`config.mk`:
```
export PLATFORM = sky130hd
export DESIGN_NAME = uart_core
export DESIGN_NICKNAME = d
export VERILOG_FILES = /design/src/rtl/uart_core.sv
export SDC_FILE = /design/constraint.sdc
export NUM_CORES = 1
export LEC_CHECK = 0
export BUFFER_PORTS_ARGS = -buffer_cell sky130_fd_sc_hd__buf_2
export CORE_AREA = 5 5 102 104
export DETAILED_ROUTE_END_ITERATION = 10
export DIE_AREA = 0 0 107 109
export PLACE_DENSITY = 0.71
export RECOVER_POWER = 100
export REMOVE_ABC_BUFFERS = 1
export SLEW_MARGIN = 10
export SYNTH_ARGS = -nofsm -noshare
export SYNTH_HDL_FRONTEND = slang
export SYNTH_SLANG_ARGS = --single-unit
```
`constraint.sdc`:
```
create_clock -name ex_clk -period 7.7 [get_ports ex_clk]
set_input_delay 1.925 -clock ex_clk [delete_from_list [all_inputs] [get_ports ex_clk]]
set_output_delay 1.925 -clock ex_clk [all_outputs]
set_load 0.005 [all_outputs]
```
`src/rtl/uart_core.sv`:
```
// Parametrised full-duplex UART: 16x-oversampled TX and RX with glitch reject,
// first-word-fall-through RX FIFO and sticky frame/parity/overrun flags.
module uart_core #(
  parameter int unsigned CLK_DIV       = 326,
  parameter int unsigned DATA_BITS     = 8,
  parameter int unsigned PARITY_EN     = 0,
  parameter int unsigned PARITY_ODD    = 0,
  parameter int unsigned STOP_BITS     = 1,
  parameter int unsigned RX_FIFO_DEPTH = 4
) (
  input  logic                           ex_clk,
  input  logic                           reset,
  input  logic                           rx_pin,
  output logic                           tx_pin,
  input  logic [DATA_BITS-1:0]           tx_data,
  input  logic                           tx_valid,
  output logic                           tx_ready,
  output logic [DATA_BITS-1:0]           rx_data,
  output logic                           rx_valid,
  input  logic                           rx_ready,
  output logic [$clog2(RX_FIFO_DEPTH):0] rx_count,
  output logic                           frame_err,
  output logic                           parity_err,
  output logic                           overrun,
  input  logic                           err_clear
);

  localparam int unsigned PW = $clog2(CLK_DIV);
  localparam int unsigned IW = $clog2(DATA_BITS);
  localparam int unsigned AW = $clog2(RX_FIFO_DEPTH);
  localparam int unsigned CW = AW + 1;
  localparam logic [PW-1:0] PRESC_MAX = PW'(CLK_DIV - 1);
  localparam logic [IW-1:0] IDX_LAST  = IW'(DATA_BITS - 1);
  localparam logic [IW-1:0] STOP_LAST = IW'(STOP_BITS - 1);
  localparam logic [CW-1:0] DEPTH_C   = CW'(RX_FIFO_DEPTH);
  localparam logic          PAR_ODD   = 1'(PARITY_ODD != 0);

  typedef enum logic [2:0] {S_IDLE, S_START, S_DATA, S_PARITY, S_STOP} state_t;

  // ---------------- transmitter ----------------
  state_t                 tx_state, tx_state_n;
  logic [PW-1:0]          tx_presc, tx_presc_n;
  logic [3:0]             tx_tick, tx_tick_n;
  logic [IW-1:0]          tx_idx, tx_idx_n;
  logic [DATA_BITS-1:0]   tx_shift, tx_shift_n;
  logic                   tx_par, tx_par_n, tx_pin_n, tx_ready_n, tx_bit_end;

  always_ff @(posedge ex_clk or posedge reset) begin
    if (reset) begin
      tx_state <= S_IDLE;
      tx_presc <= '0;
      tx_tick  <= '0;
      tx_idx   <= '0;
      tx_shift <= '0;
      tx_par   <= 1'b0;
      tx_pin   <= 1'b1;
      tx_ready <= 1'b1;
    end else begin
      tx_state <= tx_state_n;
      tx_presc <= tx_presc_n;
      tx_tick  <= tx_tick_n;
      tx_idx   <= tx_idx_n;
      tx_shift <= tx_shift_n;
      tx_par   <= tx_par_n;
      tx_pin   <= tx_pin_n;
      tx_ready <= tx_ready_n;
    end
  end

  // Every wire transition happens on a bit boundary, so tx_pin stays a flop.
  always_comb begin
    tx_state_n = tx_state;
    tx_presc_n = tx_presc;
    tx_tick_n  = tx_tick;
    tx_idx_n   = tx_idx;
    tx_shift_n = tx_shift;
    tx_par_n   = tx_par;
    tx_pin_n   = tx_pin;
    tx_ready_n = tx_ready;
    tx_bit_end = (tx_presc == PRESC_MAX) && (tx_tick == 4'd15);
    if (tx_state != S_IDLE) begin
      tx_presc_n = (tx_presc == PRESC_MAX) ? '0 : tx_presc + 1'b1;
      if (tx_presc == PRESC_MAX) tx_tick_n = tx_tick + 4'd1;
    end
    case (tx_state)
      S_IDLE: if (tx_valid && tx_ready) begin
        tx_state_n = S_START;
        tx_shift_n = tx_data;
        tx_par_n   = (^tx_data) ^ PAR_ODD;
        tx_presc_n = '0;
        tx_tick_n  = '0;
        tx_pin_n   = 1'b0;
        tx_ready_n = 1'b0;
      end
      S_START: if (tx_bit_end) begin
        tx_state_n = S_DATA;
        tx_idx_n   = '0;
        tx_pin_n   = tx_shift[0];
        tx_shift_n = {1'b0, tx_shift[DATA_BITS-1:1]};
      end
      S_DATA: if (tx_bit_end) begin
        if (tx_idx == IDX_LAST) begin
          tx_idx_n = '0;
          if (PARITY_EN != 0) begin
            tx_state_n = S_PARITY;
            tx_pin_n   = tx_par;
          end else begin
            tx_state_n = S_STOP;
            tx_pin_n   = 1'b1;
          end
        end else begin
          tx_idx_n   = tx_idx + 1'b1;
          tx_pin_n   = tx_shift[0];
          tx_shift_n = {1'b0, tx_shift[DATA_BITS-1:1]};
        end
      end
      S_PARITY: if (tx_bit_end) begin
        tx_state_n = S_STOP;
        tx_pin_n   = 1'b1;
      end
      S_STOP: if (tx_bit_end) begin
        if (tx_idx == STOP_LAST) begin
          tx_state_n = S_IDLE;
          tx_ready_n = 1'b1;
        end else begin
          tx_idx_n = tx_idx + 1'b1;
        end
      end
      default: tx_state_n = S_IDLE;
    endcase
  end

  // ---------------- receiver ----------------
  logic [1:0]             rx_sync;
  logic                   rx_s, rx_prev;
  state_t                 rx_state, rx_state_n;
  logic [PW-1:0]          rx_presc, rx_presc_n;
  logic [3:0]             rx_tick, rx_tick_n;
  logic [IW-1:0]          rx_idx, rx_idx_n;
  logic [DATA_BITS-1:0]   rx_shift, rx_shift_n;
  logic                   rx_par_bad, rx_par_bad_n, rx_sample, rx_bit_end;
  logic                   push_c, pop_c, fifo_full, set_frame_c, set_par_c, set_ovr_c;

  assign rx_s = rx_sync[1];

  always_ff @(posedge ex_clk or posedge reset) begin
    if (reset) begin
      rx_sync    <= 2'b11;
      rx_prev    <= 1'b1;
      rx_state   <= S_IDLE;
      rx_presc   <= '0;
      rx_tick    <= '0;
      rx_idx     <= '0;
      rx_shift   <= '0;
      rx_par_bad <= 1'b0;
    end else begin
      rx_sync    <= {rx_sync[0], rx_pin};
      rx_prev    <= rx_s;
      rx_state   <= rx_state_n;
      rx_presc   <= rx_presc_n;
      rx_tick    <= rx_tick_n;
      rx_idx     <= rx_idx_n;
      rx_shift   <= rx_shift_n;
      rx_par_bad <= rx_par_bad_n;
    end
  end

  // Sampling on tick 8 lands mid-bit; the frame outcome is resolved at the first stop sample.
  always_comb begin
    rx_state_n   = rx_state;
    rx_presc_n   = rx_presc;
    rx_tick_n    = rx_tick;
    rx_idx_n     = rx_idx;
    rx_shift_n   = rx_shift;
    rx_par_bad_n = rx_par_bad;
    push_c       = 1'b0;
    set_frame_c  = 1'b0;
    set_par_c    = 1'b0;
    set_ovr_c    = 1'b0;
    rx_sample    = (rx_tick == 4'd8) && (rx_presc == '0);
    rx_bit_end   = (rx_presc == PRESC_MAX) && (rx_tick == 4'd15);
    if (rx_state != S_IDLE) begin
      rx_presc_n = (rx_presc == PRESC_MAX) ? '0 : rx_presc + 1'b1;
      if (rx_presc == PRESC_MAX) rx_tick_n = rx_tick + 4'd1;
    end
    case (rx_state)
      S_IDLE: if (rx_prev && !rx_s) begin
        rx_state_n   = S_START;
        rx_presc_n   = '0;
        rx_tick_n    = '0;
        rx_par_bad_n = 1'b0;
      end
      S_START: begin
        if (rx_sample && rx_s) rx_state_n = S_IDLE;
        else if (rx_bit_end) begin
          rx_state_n = S_DATA;
          rx_idx_n   = '0;
        end
      end
      S_DATA: begin
        if (rx_sample) rx_shift_n = {rx_s, rx_shift[DATA_BITS-1:1]};
        if (rx_bit_end) begin
          if (rx_idx == IDX_LAST) rx_state_n = (PARITY_EN != 0) ? S_PARITY : S_STOP;
          else rx_idx_n = rx_idx + 1'b1;
        end
      end
      S_PARITY: begin
        if (rx_sample) rx_par_bad_n = ((^rx_shift) ^ PAR_ODD) != rx_s;
        if (rx_bit_end) rx_state_n = S_STOP;
      end
      S_STOP: if (rx_sample) begin
        rx_state_n = S_IDLE;
        if (!rx_s)                   set_frame_c = 1'b1;
        else if (rx_par_bad)         set_par_c   = 1'b1;
        else if (fifo_full && !pop_c) set_ovr_c  = 1'b1;
        else                         push_c      = 1'b1;
      end
      default: rx_state_n = S_IDLE;
    endcase
  end

  // ---------------- RX FIFO and flags ----------------
  logic [DATA_BITS-1:0] mem [RX_FIFO_DEPTH];
  logic [AW-1:0]        wr_ptr, rd_ptr;
  logic [CW-1:0]        count_n;

  assign fifo_full = (rx_count == DEPTH_C);
  assign pop_c     = rx_valid && rx_ready;
  assign count_n   = rx_count + CW'(push_c) - CW'(pop_c);
  assign rx_data   = mem[rd_ptr];

  always_ff @(posedge ex_clk) begin
    if (push_c) mem[wr_ptr] <= rx_shift;
  end

  always_ff @(posedge ex_clk or posedge reset) begin
    if (reset) begin
      wr_ptr     <= '0;
      rd_ptr     <= '0;
      rx_count   <= '0;
      rx_valid   <= 1'b0;
      frame_err  <= 1'b0;
      parity_err <= 1'b0;
      overrun    <= 1'b0;
    end else begin
      if (push_c) wr_ptr <= wr_ptr + 1'b1;
      if (pop_c)  rd_ptr <= rd_ptr + 1'b1;
      rx_count   <= count_n;
      rx_valid   <= (count_n != '0);
      frame_err  <= set_frame_c | (frame_err  & ~err_clear);
      parity_err <= set_par_c   | (parity_err & ~err_clear);
      overrun    <= set_ovr_c   | (overrun    & ~err_clear);
    end
  end

endmodule

```
==> run_results.csv <==
group,metric,value,unit
setup_path,regToRegSetupSlack,3.85,ns
cells_and_area,drive_gt1_share,18.9,%
placed_design,portBuffers,30,
pwr,ir_drop,0.0873,mV
synth,synth_cell_types,56,
timing,worstMarginPinSlew,1.18,ns
setup_path,criticalPathCategory,"input port to flop",
grt,first_global_vias,3081,
routing,final_antenna_net_count,0,
timing,layout_setup_ws,3.58,ns
timing,relSlewSlack,20.7,%
clocking,h-tree-depth,3,
setup_path,startpoint,"rx_ready",
setup_path,path_max_fanout,7,
synth,synth_compound_area_share,6.75,%
timing,skew,0.0218,ns
routing,firstDrtPassIters,4,
timing,timing_hold_violations_final,0,
min_path,hold_path_class,"flop to flop",
grt,grt_usage,15.3,%
floorplan,coreArea,0.00946,sq mm
clocking,cts_inserted_buffers,9,
synth,synth_mux_area_share,11.6,%
setup_path,crit_chain,"buf_2 > and2_0 > nor4b_1 > nor3_1 > inv_1 > ha_1 > inv_1 > ha_1 > fa_1 > or3_1",
grt,grt_max_degree,72,
clocking,cts_buffer_depth,2,
clocking,cts_root_buffer,"clkbuf_8",
placed_design,post-dp-hpwl,5.57,mm
routing,viasPerCell,5.70,
clocking,cts_hold_buf,0,
pwr,power.density,211,mW/mm^2
timing,period_share,53.5,%
placed_design,pre_cts_slack,3.45,ns
routing,wire_per_inst,14.8,um
setup_path,critPathCapture,"rx_valid",
grt,antenna_found_initial,0,
synth,syn_area,0.00497,sq mm
setup_path,crit_arrival,4.37,ns
pwr,p_total,1.13,mW
synth,synth_top_area_share,33.2,%
synth,syn_inst,394,
cells_and_area,antenna_cells,0,
clocking,postCtsSetupRepairBufs,0,
cells_and_area,area_growth,7.58,%
run,cap_violations,0,
setup_path,r2r_start,"rx_presc[5]",
clocking,numClockSinks,103,
synth,yosysTopAreaCell,"dfrtp_1",
synth,synth_top_family_by_area,"simple AND/OR/NAND/NOR gates",
floorplan,boundaryPins,31,
timing,setup_viol,0,
synth,avgSynthCellArea,12.6,sq um
timing,fmax,0.243,GHz
routing,drc_errors,0,
synth,synth_xor_area_share,4.51,%
setup_path,cp_slowest_cell,"nor3_1",
floorplan,die_y,109,um
cells_and_area,layout_common_cells,"66 x dfrtp_1, 32 x edfxtp_1, 25 x buf_2",
floorplan,die_area,0.0117,sq mm
placed_design,routabilityCongestion,0.798,
setup_path,critPathCaptureType,"flop",
setup_path,cp-start-kind,"input port",
setup_path,required,7.96,ns
synth,yosys.area_share.adder,5.19,%
clocking,cts_tree,"yes",
timing,tns,0,ns
floorplan,rows,36,
timing,period_minus_slack,4.12,ns
run_status,run_status,"completed",
timing,rsz0062_at_grt,"false",
setup_path,worstRegToRegCells,9,
setup_path,r2r-end,"rx_valid",
synth,synth_simple_gate_area_share,14.2,%
floorplan,die_x,107,um
grt,grt_pass1_wl,14.3,mm
setup_path,critPathMaxStageDelay,0.61,ns
synth,ys_ff_latch,103,
routing,drtIter0Drc,118,
floorplan,start_util,52.5,%
clocking,clk-insertion-delay-late,0.37,ns
routing,vias,3093,
routing,drt_wl_total,8.01,mm
synth,yosysWarningCount,0,
clocking,ctsResizeCount,0,
synth,synth_top_cells_by_area,"dfrtp_1 33%, edfxtp_1 19%, ha_1 4.8%",
synth,seq_area_frac_synth,55.2,%
grt,grt_overflow_total,0,
synth,async_flop_share,68.9,%
timing,final_max_slew_viol_count,0,
synth,synth_ff_type,"dfrtp_1",
cells_and_area,final_common_cell,"dfrtp_1",
pwr,power.static_leakage,2.42,nW
clocking,clk_pin_slew,0.11,ns
cells_and_area,fin_nets,458,
synth,synth_edf_count,32,
-- registers in the layout, summed over array words and instances (netlist names), 3 cells and up --
name	count
mem	32
rx_count	3
rx_idx	3
rx_presc	9
rx_shift	8
rx_state	3
rx_tick	4
tx_idx	3
tx_presc	9
tx_shift	8
tx_state	3
tx_tick	4
-- worst max-delay path, delay by kind of cell --
kind,cells,cell delay (ns)
adders and majority gates,3,0.92
buffers and inverters,3,0.20
and+or+nand+nor,4,1.32
-- worst min path at each step --
stage	startpoint	end	slack (ns)	depth (start not counted)
after floorplan	rx_sync[0]	rx_sync[1]	0.35	0
after global placement	rx_sync[0]	rx_sync[1]	0.35	0
after detailed placement	rx_sync[0]	rx_sync[1]	0.35	0
after CTS	rx_sync[0]	rx_sync[1]	0.36	0
after global routing	rx_sync[0]	rx_sync[1]	0.37	0
final	rx_sync[0]	rx_sync[1]	0.37	0
-- kinds of logic after synthesis --
family          count (synthesis)
flops                         103
simple gates                  123
compound gates                 52
xor+xnor                       24
buf+inv                        31
mux                            41
fa+ha+maj                      20
-- per-stage QoR --
step                cell area [sq um]  utilization (%)  instances  hold WS, ns
floorplan                        4920                -        382        0.345
global placement                 5220             55.1        527        0.348
detailed placement               5220             55.1        527        0.347
CTS                              5410             57.2        543        0.361
global route                     5350             56.5        543        0.371
finish                           5350             56.5        543        0.365
-- cell type report --
cell class              instances  area [sq um]
flip-flops and latches        103          2740
well taps                     114           143
repair buffers                 31           151
clock buffers                   9           124
fillers                       792          4110
multi-input cells             260          2040
inverters                      19          71.3
clock inverters                 7          73.8
-- cell usage after synthesis (3+ instances only) --
cell / instances
dfrtp_1: 66
mux2i_1: 5
nand4_1: 10
a211oi_1: 4
xnor2_1: 9
inv_1: 19
o21ai_0: 17
ha_1: 19
xor2_1: 14
and3_1: 9
and2_1: 6
mux2_4: 8
nor2_1: 21
nand2b_1: 3
nor3_1: 6
nand2_1: 22
mux2_2: 20
edfxtp_1: 32
a22o_1: 5
mux4_2: 8
clkbuf_1: 10
or3_1: 9
a21oi_1: 12
dfstp_2: 5
nand3_1: 14
o31ai_1: 3
-- per-layer routing --
metal / part of all wire [%] / vias to the layer above / GRT usage, %
met4: 1.6 / 0 / 6.30
met3: 3.0 / 13 / 3.08
met5: 0 / - / 0
met1: 46 / 1535 / 20.2
met2: 50 / 46 / 24.9
li1: - / 1499 / -
-- where the power goes --
group          leakage [nW]  switching (mW)  internal [mW]  total, mW
Sequential             1.29          0.0534          0.592      0.645
Combinational          1.03          0.0750         0.0762      0.151
Clock                 0.101           0.204          0.128      0.333
(Power assumes the default switching activity.)
